[config.mk]
export PLATFORM = sky130hd
export DESIGN_NAME = game_ctrl_sequencer
export DESIGN_NICKNAME = d
export VERILOG_FILES = /design/src/rtl/game_ctrl_sequencer.sv
export SDC_FILE = /design/constraint.sdc
export NUM_CORES = 1
export LEC_CHECK = 0
export BUFFER_PORTS_ARGS = -buffer_cell sky130_fd_sc_hd__buf_2
export CAP_MARGIN = 20
export CORE_UTILIZATION = 55
export DETAILED_ROUTE_END_ITERATION = 12
export MAX_ROUTING_LAYER = met4
export PLACE_DENSITY_LB_ADDON = 0.15
export SLEW_MARGIN = 20
export SYNTH_ARGS = -nofsm -noshare
export SYNTH_HDL_FRONTEND = slang
export SYNTH_SLANG_ARGS = --single-unit
[constraint.sdc]
create_clock -name clk -period 4.8 [get_ports clk]
set_input_delay 0.48 -clock clk [delete_from_list [all_inputs] [get_ports clk]]
set_output_delay 0.48 -clock clk [all_outputs]
set_load 0.03 [all_outputs]
[src/rtl/game_ctrl_sequencer.sv]
// Control-input sequencer for the game core: merges and debounces flap/restart
// requests, then drives the core's active-low button and reset via HOLD / WAIT_REL / RUN.
module game_ctrl_sequencer #(
  parameter int unsigned DEBOUNCE_CYCLES   = 250000,
  parameter int unsigned RESET_HOLD_CYCLES = 1024,
  parameter int unsigned MIN_PRESS_CYCLES  = 4096
) (
  input  logic        clk,
  input  logic        reset,
  input  logic [1:0]  key_n,
  input  logic [15:0] joy,
  output logic        core_button,
  output logic        core_reset_n,
  output logic [1:0]  state
);

  localparam int unsigned NCH = 4;
  localparam int unsigned DW  = $clog2(DEBOUNCE_CYCLES + 1);
  localparam int unsigned CW  = $clog2(RESET_HOLD_CYCLES + 1);
  localparam int unsigned SW  = $clog2(MIN_PRESS_CYCLES + 1);
  // Released level per channel: {joy[5], joy[4], key_n[1], key_n[0]}
  localparam logic [NCH-1:0] IDLE_LVL = 4'b0011;

  typedef enum logic [1:0] {
    ST_HOLD     = 2'd0,
    ST_WAIT_REL = 2'd1,
    ST_RUN      = 2'd2
  } state_e;

  logic [NCH-1:0]         raw_c;
  logic [NCH-1:0]         sync1_q, sync1_d;
  logic [NCH-1:0]         sync2_q, sync2_d;
  logic [NCH-1:0]         deb_q, deb_d;
  logic [NCH-1:0][DW-1:0] dcnt_q, dcnt_d;

  logic          flap_req_c, restart_req_c;
  logic          flap_rise_c, restart_rise_c;
  logic          flap_req_q, flap_req_d;
  logic          restart_req_q, restart_req_d;

  state_e        state_q, state_d;
  logic [CW-1:0] cnt_q, cnt_d;
  logic [SW-1:0] stretch_q, stretch_d;
  logic          core_button_q, core_button_d;
  logic          core_reset_n_q, core_reset_n_d;

  logic          unused_joy;

  assign raw_c      = {joy[5], joy[4], key_n[1], key_n[0]};
  assign unused_joy = ^{joy[15:6], joy[3:0]};

  // Two-stage synchronizer per channel
  always_comb begin
    sync1_d = raw_c;
    sync2_d = sync1_q;
  end

  // Debouncer: deb follows sync only after DEBOUNCE_CYCLES consecutive differing cycles
  always_comb begin
    deb_d  = deb_q;
    dcnt_d = dcnt_q;
    for (int i = 0; i < int'(NCH); i++) begin
      if (sync2_q[i] == deb_q[i]) begin
        dcnt_d[i] = '0;
      end else if (dcnt_q[i] == DW'(DEBOUNCE_CYCLES - 1)) begin
        deb_d[i]  = ~deb_q[i];
        dcnt_d[i] = '0;
      end else begin
        dcnt_d[i] = dcnt_q[i] + DW'(1);
      end
    end
  end

  assign flap_req_c     = ~deb_q[0] | deb_q[2];
  assign restart_req_c  = ~deb_q[1] | deb_q[3];
  assign flap_rise_c    = flap_req_c & ~flap_req_q;
  assign restart_rise_c = restart_req_c & ~restart_req_q;

  always_comb begin
    flap_req_d    = flap_req_c;
    restart_req_d = restart_req_c;
  end

  // Sequencer next-state and registered output values
  always_comb begin
    state_d        = state_q;
    cnt_d          = cnt_q;
    stretch_d      = stretch_q;
    core_button_d  = 1'b1;
    core_reset_n_d = 1'b0;
    case (state_q)
      ST_HOLD: begin
        if (cnt_q == CW'(RESET_HOLD_CYCLES - 1)) begin
          cnt_d   = '0;
          state_d = ST_WAIT_REL;
        end else begin
          cnt_d = cnt_q + CW'(1);
        end
      end
      ST_WAIT_REL: begin
        if (!flap_req_c && !restart_req_c) begin
          state_d = ST_RUN;
        end
      end
      ST_RUN: begin
        if (restart_rise_c) begin
          // Restart wins over a simultaneous flap edge
          state_d   = ST_HOLD;
          cnt_d     = '0;
          stretch_d = '0;
        end else begin
          if (flap_rise_c) begin
            stretch_d = SW'(MIN_PRESS_CYCLES);
          end else if (stretch_q != '0) begin
            stretch_d = stretch_q - SW'(1);
          end
          core_button_d = ~(flap_req_c | (stretch_d != '0));
        end
      end
      default: begin
        state_d   = ST_HOLD;
        cnt_d     = '0;
        stretch_d = '0;
      end
    endcase
    core_reset_n_d = (state_d != ST_HOLD);
  end

  always_ff @(posedge clk or posedge reset) begin
    if (reset) begin
      sync1_q       <= IDLE_LVL;
      sync2_q       <= IDLE_LVL;
      deb_q         <= IDLE_LVL;
      dcnt_q        <= '0;
      flap_req_q    <= 1'b0;
      restart_req_q <= 1'b0;
    end else begin
      sync1_q       <= sync1_d;
      sync2_q       <= sync2_d;
      deb_q         <= deb_d;
      dcnt_q        <= dcnt_d;
      flap_req_q    <= flap_req_d;
      restart_req_q <= restart_req_d;
    end
  end

  always_ff @(posedge clk or posedge reset) begin
    if (reset) begin
      state_q        <= ST_HOLD;
      cnt_q          <= '0;
      stretch_q      <= '0;
      core_button_q  <= 1'b1;
      core_reset_n_q <= 1'b0;
    end else begin
      state_q        <= state_d;
      cnt_q          <= cnt_d;
      stretch_q      <= stretch_d;
      core_button_q  <= core_button_d;
      core_reset_n_q <= core_reset_n_d;
    end
  end

  assign core_button  = core_button_q;
  assign core_reset_n = core_reset_n_q;
  assign state        = state_q;

endmodule

==> reports/metrics.yaml, run 1 <==
outcome:
  outcome: "completed"
clocking:
  numCtsBuffers: 17
  clk_pin_slew_worst_paths_ps: 50
  postCtsHoldBufs: 0
  clock_sinks: 114
  cts_resized: 0
  clk_path_buf_depth: 2
  root_buffer: "clkbuf_8"
  cts_setup_buffers: 0
  cts_tree: "yes"
  htreeDepth: 4
  clk_latency_ps: 520
worst_hold_path:
  hold_path.class: "input port to flip-flop"
  min_to: "sync1_q[1]"
  hold_start: "key_n[1]"
  hold_path_depth: 1
logic_synthesis:
  syn_inst: 568
  yosysSeqAreaShare_pct: 51.7
  synth_cell_types: 45
  synth_simple_gate_area_share_pct: 23.2
  synth.avg_cell_area_sq_um: 9.74
  synth_top_family_by_area: "simple AND/OR/NAND/NOR gates"
  netlist.top_cell.by_area: "dfrtp_1"
  synth_compound_area_share_pct: 7.65
  synth-seq-cells: 114
  synthAdderAreaFrac_pct: 1.58
  netlist_area_sq_mm: 0.00553
  yosysWarnings: 0
  synth.top_cell.area_share_pct: 48.4
  syn_nets: 595
  ys_top_cells_by_area: "dfrtp_1 48%, nor2_1 6.9%, xnor2_1 5.9%"
  synthXorXnorAreaFrac_pct: 11.4
  synthMuxAreaShare_pct: 1.38
final_layout:
  multi_input_area_sq_mm: 0.00250
  n_antenna_cell: 0
  drive_above_1_share_pct: 10.3
  synthToLayoutAreaGrowth_pct: 12.0
  fin_nets: 608
  register_area_sq_mm: 0.00286
  num-fill-cells: 831
timing:
  setup_viol: 0
  finClkSkew_ps: 6.91
  worst_pin_slew_ps: 1030
  slew_headroom_pct: 31.2
  period_share_pct: 53.8
  layout_setup_ws_ps: 2220
  fin_crit_ps: 2580
  slew_viol_final: 0
  max_freq_mhz: 387
  hold_violations: 0
  tns_ps: 0
  rsz0062_at_grt: "no"
route:
  ant_nets: 0
  detailedRoute.firstPassIterationCount: 4
  drc: 0
  vias_per_cell: 5.49
  vias: 3988
  wl_per_cell_um: 13.5
  drtIter0Drc: 146
  drt_wl_total_um: 9780
placement:
  hpwl_um: 6350
  portBuffers: 9
  gp_congestion: 0.840
  pre_cts_slack_ps: 2280
grt:
  overflow: 0
  grt_pass1_vias: 3720
  antenna_found_initial: 0
  grt_max_degree: 77
  grt_pass1_wl_um: 17000
  grt.total_usage_pct: 21.9
floorplan:
  ios: 24
  die_h_um: 102
  core_area_sq_mm: 0.00977
  dieArea_sq_mm: 0.0105
  start_util_pct: 56.6
  rows: 36
  die_x_um: 102
pwr:
  peakVddDrop_uv: 320
  power_density_mw_per_mm2: 347
  p_leak_nw: 2.70
critical_path:
  crit_start: "stretch_q[4]"
  crit_path_end_kind: "flip-flop"
  ff2ff_setup_slack_ps: 2220
  cp_top_family: "simple AND/OR/NAND/NOR gates"
  cp_slowest_stage_delay_ps: 670
  worstPathArrival_ps: 3010
  reg2reg_depth: 5
  r2r_end: "core_button"
  crit_buf_inv: 0
  worstPathRequired_ps: 5220
  start_kind: "flip-flop"
  path_class: "flip-flop to flip-flop"
  path_max_fanout: 15
  reg2reg_from: "stretch_q[4]"
  crit_slowest_cell: "nor4_1"
  worstPathCellList: "nor4_1 > nand3_1 > mux2i_1 > nand4_1 > o31ai_1"
run:
  cap_violations: 0
==> kinds of logic after synthesis <==
logic type               count (synthesis)
adder cells (fa/ha/maj)                  7
buffers and inverters                   35
XOR/XNOR                                72
AO/OA/AOI/OAI                           68
flip-flops                             114
AND/OR/NAND/NOR                        265
multiplexers                             7
==> stage by stage <==
step           hold WS [ps]  cells  area, sq um  power, mW  util, %
3_5_place_dp            335    695         5650       1.05     57.8
5_1_grt                32.3    727         6190       2.24     63.4
6_report               63.0    727         6190       2.15     63.4
2_1_floorplan           331    568         5530       1.04        -
3_3_place_gp            338    695         5650       1.05     57.8
4_1_cts                39.3    727         6190       2.18     63.3
==> how the worst max path moves through the flow <==
stage                        endpoint  slack (ps)  cells past startpoint
final                     core_button        2220                      5
after CTS                 core_button        2270                      5
after floorplan              cnt_q[0]        1320                      1
after global placement    core_button        2310                      5
after global routing      core_button        2010                      7
after detailed placement  core_button        2280                      5
==> worst register-to-register path, delay by kind of cell (launching register included) <==
kind,cells,cell delay (ps)
and+or+nand+nor,3,1400
DFF,1,470
muxes,1,340
AOI/OAI and AO/OA,1,280
==> metal layers <==
layer | global-route usage (%) | up-vias | wire length (um)
met1 | 29.3 | 1931 | 4930
met2 | 31.0 | 57 | 4360
met3 | 6.57 | 11 | 355
met5 | - | - | 0
li1 | - | 1989 | -
met4 | 9.34 | 0 | 136
==> synth_stat cells <==
| master | n |
|---|---|
| nor4_1 | 21 |
| o31ai_1 | 5 |
| nand2b_1 | 8 |
| and3_2 | 1 |
| nand4_1 | 17 |
| nand3_1 | 38 |
| mux2i_1 | 2 |
| a22o_1 | 4 |
| a31oi_1 | 12 |
| buf_6 | 1 |
| inv_1 | 19 |
| nor3b_1 | 2 |
| a31o_2 | 1 |
| nor3_1 | 13 |
| o221ai_1 | 1 |
| nand2_1 | 36 |
| nor4b_1 | 1 |
| or3b_2 | 1 |
| nor2_1 | 102 |
| or3_1 | 1 |
| xnor2_1 | 37 |
| clkbuf_1 | 12 |
| nor2b_1 | 4 |
| and3_1 | 2 |
| xor2_1 | 35 |
| or2_2 | 5 |
| o21ai_0 | 21 |
| o41a_1 | 1 |
| dfrtp_1 | 107 |
| and2_1 | 2 |
| and2b_2 | 2 |
| ha_1 | 7 |
| o211ai_1 | 2 |
| and4_1 | 4 |
| a21o_1 | 3 |
| nand3b_1 | 3 |
| o2bb2ai_1 | 1 |
| o21a_1 | 2 |
| or4_4 | 1 |
| mux2_2 | 5 |
| a2111oi_1 | 1 |
| clkbuf_8 | 3 |
| a21oi_1 | 14 |
| or4_1 | 1 |
| dfstp_2 | 7 |
==> area by class of cell <==
| cell class | count | share of cell area [%] |
|---|---|---|
| clock buffers | 26 | 7.72 |
| repair buffers | 10 | 0.849 |
| well taps | 133 | 2.69 |
| flip-flops and latches | 114 | 46.2 |
| clock inverters | 6 | 0.889 |
| inverters | 19 | 1.19 |
| multi-input cells | 419 | 40.5 |
==> placed cells by master, fill, tap and decap left out, drive strengths merged, types with 19 or more instances in the layout <==
cell type    n
clkbuf      26
dfrtp      107
inv         19
nand2       36
nand3       38
nor2       102
nor4        21
o21ai       21
xnor2       37
xor2        35
==> registers in the layout, summed over array words and instances (netlist names) <==
register,flops
sync2_q,4
restart_req_q,1
stretch_q,13
sync1_q,4
core_reset_n,1
cnt_q,11
flap_req_q,1
dcnt_q,72
deb_q,4
core_button,1
state,2
==> report_power, final <==
group / leakage (nW) / switching, mW / internal (mW)
Sequential: 1.52 / 0.00984 / 0.976
Combinational: 0.914 / 0.0346 / 0.0113
Clock: 0.267 / 0.398 / 0.721
Total: 2.70 / 0.443 / 1.71
Note: power is estimated with default switching activity, not from simulation.
==> inputs of run 2 (changes only) <==
ABC_AREA = 1   (was unset)
clock period = 2.35 ns   (was 4.8 ns; I/O delays follow)
==> run 2 against run 1 <==
Register-to-register slack got worse by 1700 ps. First-iteration DRC count rose by 68%. Worst setup slack lost 1700 ps. Critical path depth grew 5. Synthesized cell count up 25%. Worst hold slack gained 260 ps. Sequential share of layout area shrank 3.7 points. Clock power is 110% higher. Area after synthesis is 6.9% higher. Utilization grew 1.6 points. Largest power group unchanged. Final area is 8.7% higher. Global-route usage up 0.60 points. Largest cell class unchanged.
==> reports/metrics.yaml, run 2 <==
timing:
  max_freq_mhz: 534  # was 387 MHz
  period_share_pct: 79.7  # was 53.8%
  tns_ps: 0  # unchanged
  setup_viol: 0  # unchanged
  fin_crit_ps: 1870  # was 2580 ps
  worst_pin_slew_ps: 606  # was 1030 ps
  rsz0062_at_grt: "no"  # unchanged
  slew_headroom_pct: 59.4  # was 31.2%
  finClkSkew_ps: 8.39  # was 6.91 ps
  hold_violations: 0  # unchanged
  slew_viol_final: 0  # unchanged
placement:
  place_area_sq_mm: 0.00612  # was 0.00565 sq mm
  gp_congestion: 0.890  # was 0.840
  placedCellCount: 853  # was 695
  hpwl_um: 7720  # was 6350 um
  portBuffers: 9  # unchanged
clocking:
  htreeDepth: 4  # unchanged
  clk_pin_slew_worst_paths_ps: 60  # was 50 ps
  cts_resized: 0  # unchanged
  cts_setup_buffers: 0  # unchanged
  root_buffer: "clkbuf_8"  # unchanged
  clk_latency_ps: 520  # about the same
  numCtsBuffers: 17  # unchanged
  clk_path_buf_depth: 2  # unchanged
  clock_sinks: 114  # unchanged
  cts_tree: "yes"  # unchanged
critical_path:
  cp_slowest_stage_delay_ps: 370  # was 670 ps
  crit_path_end_kind: "flip-flop"  # unchanged
  start_kind: "flip-flop"  # unchanged
  path_class: "flip-flop to flip-flop"  # unchanged
  crit_buf_inv: 1  # was 0
  cp_top_family: "simple AND/OR/NAND/NOR gates"  # unchanged
  worstPathCellList: "inv_1 > ha_1 > nand2_1 > nor2_1 > nand3_1 > nand3_1 > nand3_1 > nor2_1 > nand2_1 > nand2_1"  # was nor4_1 > nand3_1 > mux2i_1 > nand4_1 > o31ai_1
  crit_slowest_cell: "dfrtp_1"  # was nor4_1
  path_max_fanout: 11  # was 15
  worstPathArrival_ps: 2320  # was 3010 ps
  worstPathRequired_ps: 2800  # was 5220 ps
pwr:
  p_leak_nw: 2.89  # was 2.70 nW
  p_sw_mw: 0.966  # was 0.443 mW
  power_density_mw_per_mm2: 668  # was 347 mW/mm^2
  p_total_mw: 4.50  # was 2.15 mW
  p_clk_share_pct: 52.7  # was 52.0%
  peakVddDrop_uv: 511  # was 320 uV
  combinationalPowerShare_pct: 2.6  # was 2.1%
  power_frac_seq_pct: 44.7  # was 45.8%
  switching_share_pct: 21.5  # was 20.6%
  p_int_mw: 3.53  # was 1.71 mW
final_layout:
  layout_commonest_cell: "nor2_1"  # was dfrtp_1
  top_register: "dcnt_q"  # unchanged
  final_cell_mix: "125 x nor2_1, 120 x nand2_1, 107 x dfrtp_1"  # was 107 x dfrtp_1, 102 x nor2_1, 38 x nand3_1
  instances_no_fill: 890  # was 727
  stdcell_area_sq_mm: 0.00673  # was 0.00619 sq mm
  drive_above_1_share_pct: 13.4  # was 10.3%
  largest_register_ffs: 72  # unchanged
  n_antenna_cell: 0  # unchanged
  num-fill-cells: 855  # was 831
  final_core_util_pct: 64.9  # was 63.4%
  synthToLayoutAreaGrowth_pct: 13.9  # was 12.0%
  top_regs: "dcnt_q x72, stretch_q x13, cnt_q x11"  # unchanged
  fin_nets: 768  # was 608
worst_hold_path:
  hold_path.class: "input port to async pin"  # was input port to flip-flop
logic_synthesis:
  synthMuxAreaShare_pct: 0.762  # was 1.38%
  yosysWarnings: 0  # unchanged
  syn_nets: 739  # was 595
  synth.top_cell.area_share_pct: 45.3  # was 48.4%
  synth_cell_types: 43  # was 45
  netlist_area_sq_mm: 0.00591  # was 0.00553 sq mm
  synth.most_common_cell: "nor2_1"  # was dfrtp_1
  synthXorXnorAreaFrac_pct: 5.19  # was 11.4%
  syn_inst: 712  # was 568
  synthTopCellsByCount: "125 x nor2_1, 120 x nand2_1, 107 x dfrtp_1"  # was 107 x dfrtp_1, 102 x nor2_1, 38 x nand3_1
  synth_edf_count: 0  # unchanged
  yosysSeqAreaShare_pct: 48.4  # was 51.7%
  synth_compound_area_share_pct: 8.40  # was 7.65%
  synthFlopType: "dfrtp_1"  # unchanged
  synth_top_family_by_area: "simple AND/OR/NAND/NOR gates"  # unchanged
  synth-seq-cells: 114  # unchanged
  netlist.top_cell.by_area: "dfrtp_1"  # unchanged
  synth_simple_gate_area_share_pct: 29.4  # was 23.2%
  synthArstFlopShare_pct: 100  # unchanged
  synth.avg_cell_area_sq_um: 8.30  # was 9.74 sq um
  ys_top_cells_by_area: "dfrtp_1 45%, nor2_1 7.9%, nand2_1 7.6%"  # was dfrtp_1 48%, nor2_1 6.9%, xnor2_1 5.9%
  synthAdderAreaFrac_pct: 1.48  # was 1.58%
floorplan:
  core_area_sq_mm: 0.0104  # was 0.00977 sq mm
  start_util_pct: 57.0  # was 56.6%
  die_h_um: 106  # was 102 um
  die_x_um: 106  # was 102 um
  ios: 24  # unchanged
  dieArea_sq_mm: 0.0112  # was 0.0105 sq mm
  rows: 37  # was 36
route:
  drt_wl_total_um: 11200  # was 9780 um
  drc: 0  # unchanged
  vias: 4680  # was 3,988
  ant_nets: 0  # unchanged
  detailedRoute.firstPassIterationCount: 5  # was 4
  wl_per_cell_um: 12.6  # was 13.5 um
  vias_per_cell: 5.26  # was 5.49
  drtIter0Drc: 246  # was 146
grt:
  grt.total_usage_pct: 22.5  # was 21.9%
  grt_pass1_wl_um: 19500  # was 17,000 um
  antenna_found_initial: 0  # unchanged
  grt_pass1_vias: 4523  # was 3,720
  grt_max_degree: 75  # was 77
  overflow: 0  # unchanged
run:
  cap_violations: 0  # unchanged
outcome:
  outcome: "completed"  # unchanged
## run 2: cell count changes after synthesis, sizes merged, moves of 8 or more
cell    before  now
nand2       36  123
inv         19   88
nor2       102  136
xnor2       37    6
nand3       38   57
nor4        21    5
o21ai       21   35
clkbuf      15    2
a21oi       14   25
nand2b       8    0
o22ai        0    8
## run 2: per-layer routing
layer  wire, um  part of all wire [%]  track usage, %
met3        306                   2.7            4.82
met5          0                     0               -
met2       5540                    49            37.2
met1       5240                    47            26.8
met4        128                   1.1            9.23
## run 2: final timing paths
check                        startpoint           to  slack (ps)  cells after the start
max                        stretch_q[0]  core_button         480                     10
max in group asynchronous         reset  core_button        1250                      4
min in group clk             sync1_q[2]   sync2_q[2]         350                      0
min                               reset   dcnt_q[35]         320                      3
max reg2reg                stretch_q[0]  core_button         480                     10
min reg2reg                  sync1_q[2]   sync2_q[2]         350                      0
## run 2: timing repair
item / 4_1_cts / 5_1_grt
setup endpoints to repair: 0 / 0
hold buffers: 5 / 0
endpoints found under the hold margin: 28 / 0
## run 2: logic make-up after synthesis
| kind of cell | after synthesis |
|---|---|
| AO/OA/AOI/OAI | 84 |
| XOR/XNOR | 35 |
| adder cells (fa/ha/maj) | 7 |
| buffers and inverters | 96 |
| flip-flops | 114 |
| multiplexers | 4 |
| AND/OR/NAND/NOR | 372 |
## run 2: worst register-to-register path, delay by kind of cell, from the launching register on
kind | cells | cell delay [ps]
and+or+nand+nor | 8 | 1070
buffers and inverters | 1 | 160
DFF | 1 | 370
adders and majority gates | 1 | 200
## run 2: stage by stage
stage / hold WS (ps) / setup WS, ps
floorplan: 239 / 735
global placement: 326 / 533
detailed placement: 326 / 516
CTS: 324 / 486
global route: 356 / 285
finish: 324 / 478
## run 2: layout make-up
| class | instances | area (sq um) | share of cell area [%] |
|---|---|---|---|
| Sequential cell | 114 | 2860 | 42.5 |
| Multi-Input combinational cell | 502 | 2670 | 39.7 |
| Clock buffer | 23 | 477 | 7.08 |
| Inverter | 88 | 334 | 4.96 |
| Tap cell | 136 | 170 | 2.53 |
| Timing Repair Buffer | 18 | 138 | 2.04 |
| Clock inverter | 9 | 80.1 | 1.19 |
## run 2: power groups by stage
stage          Combinational [mW]  Clock [mW]  Sequential, mW
4_1_cts                     0.122        2.42            2.01
2_1_floorplan              0.0798           0            2.04
3_3_place_gp                0.113           0            2.04
6_report                    0.117        2.37            2.01
3_5_place_dp                0.114           0            2.05
5_1_grt                     0.138        2.50            2.02
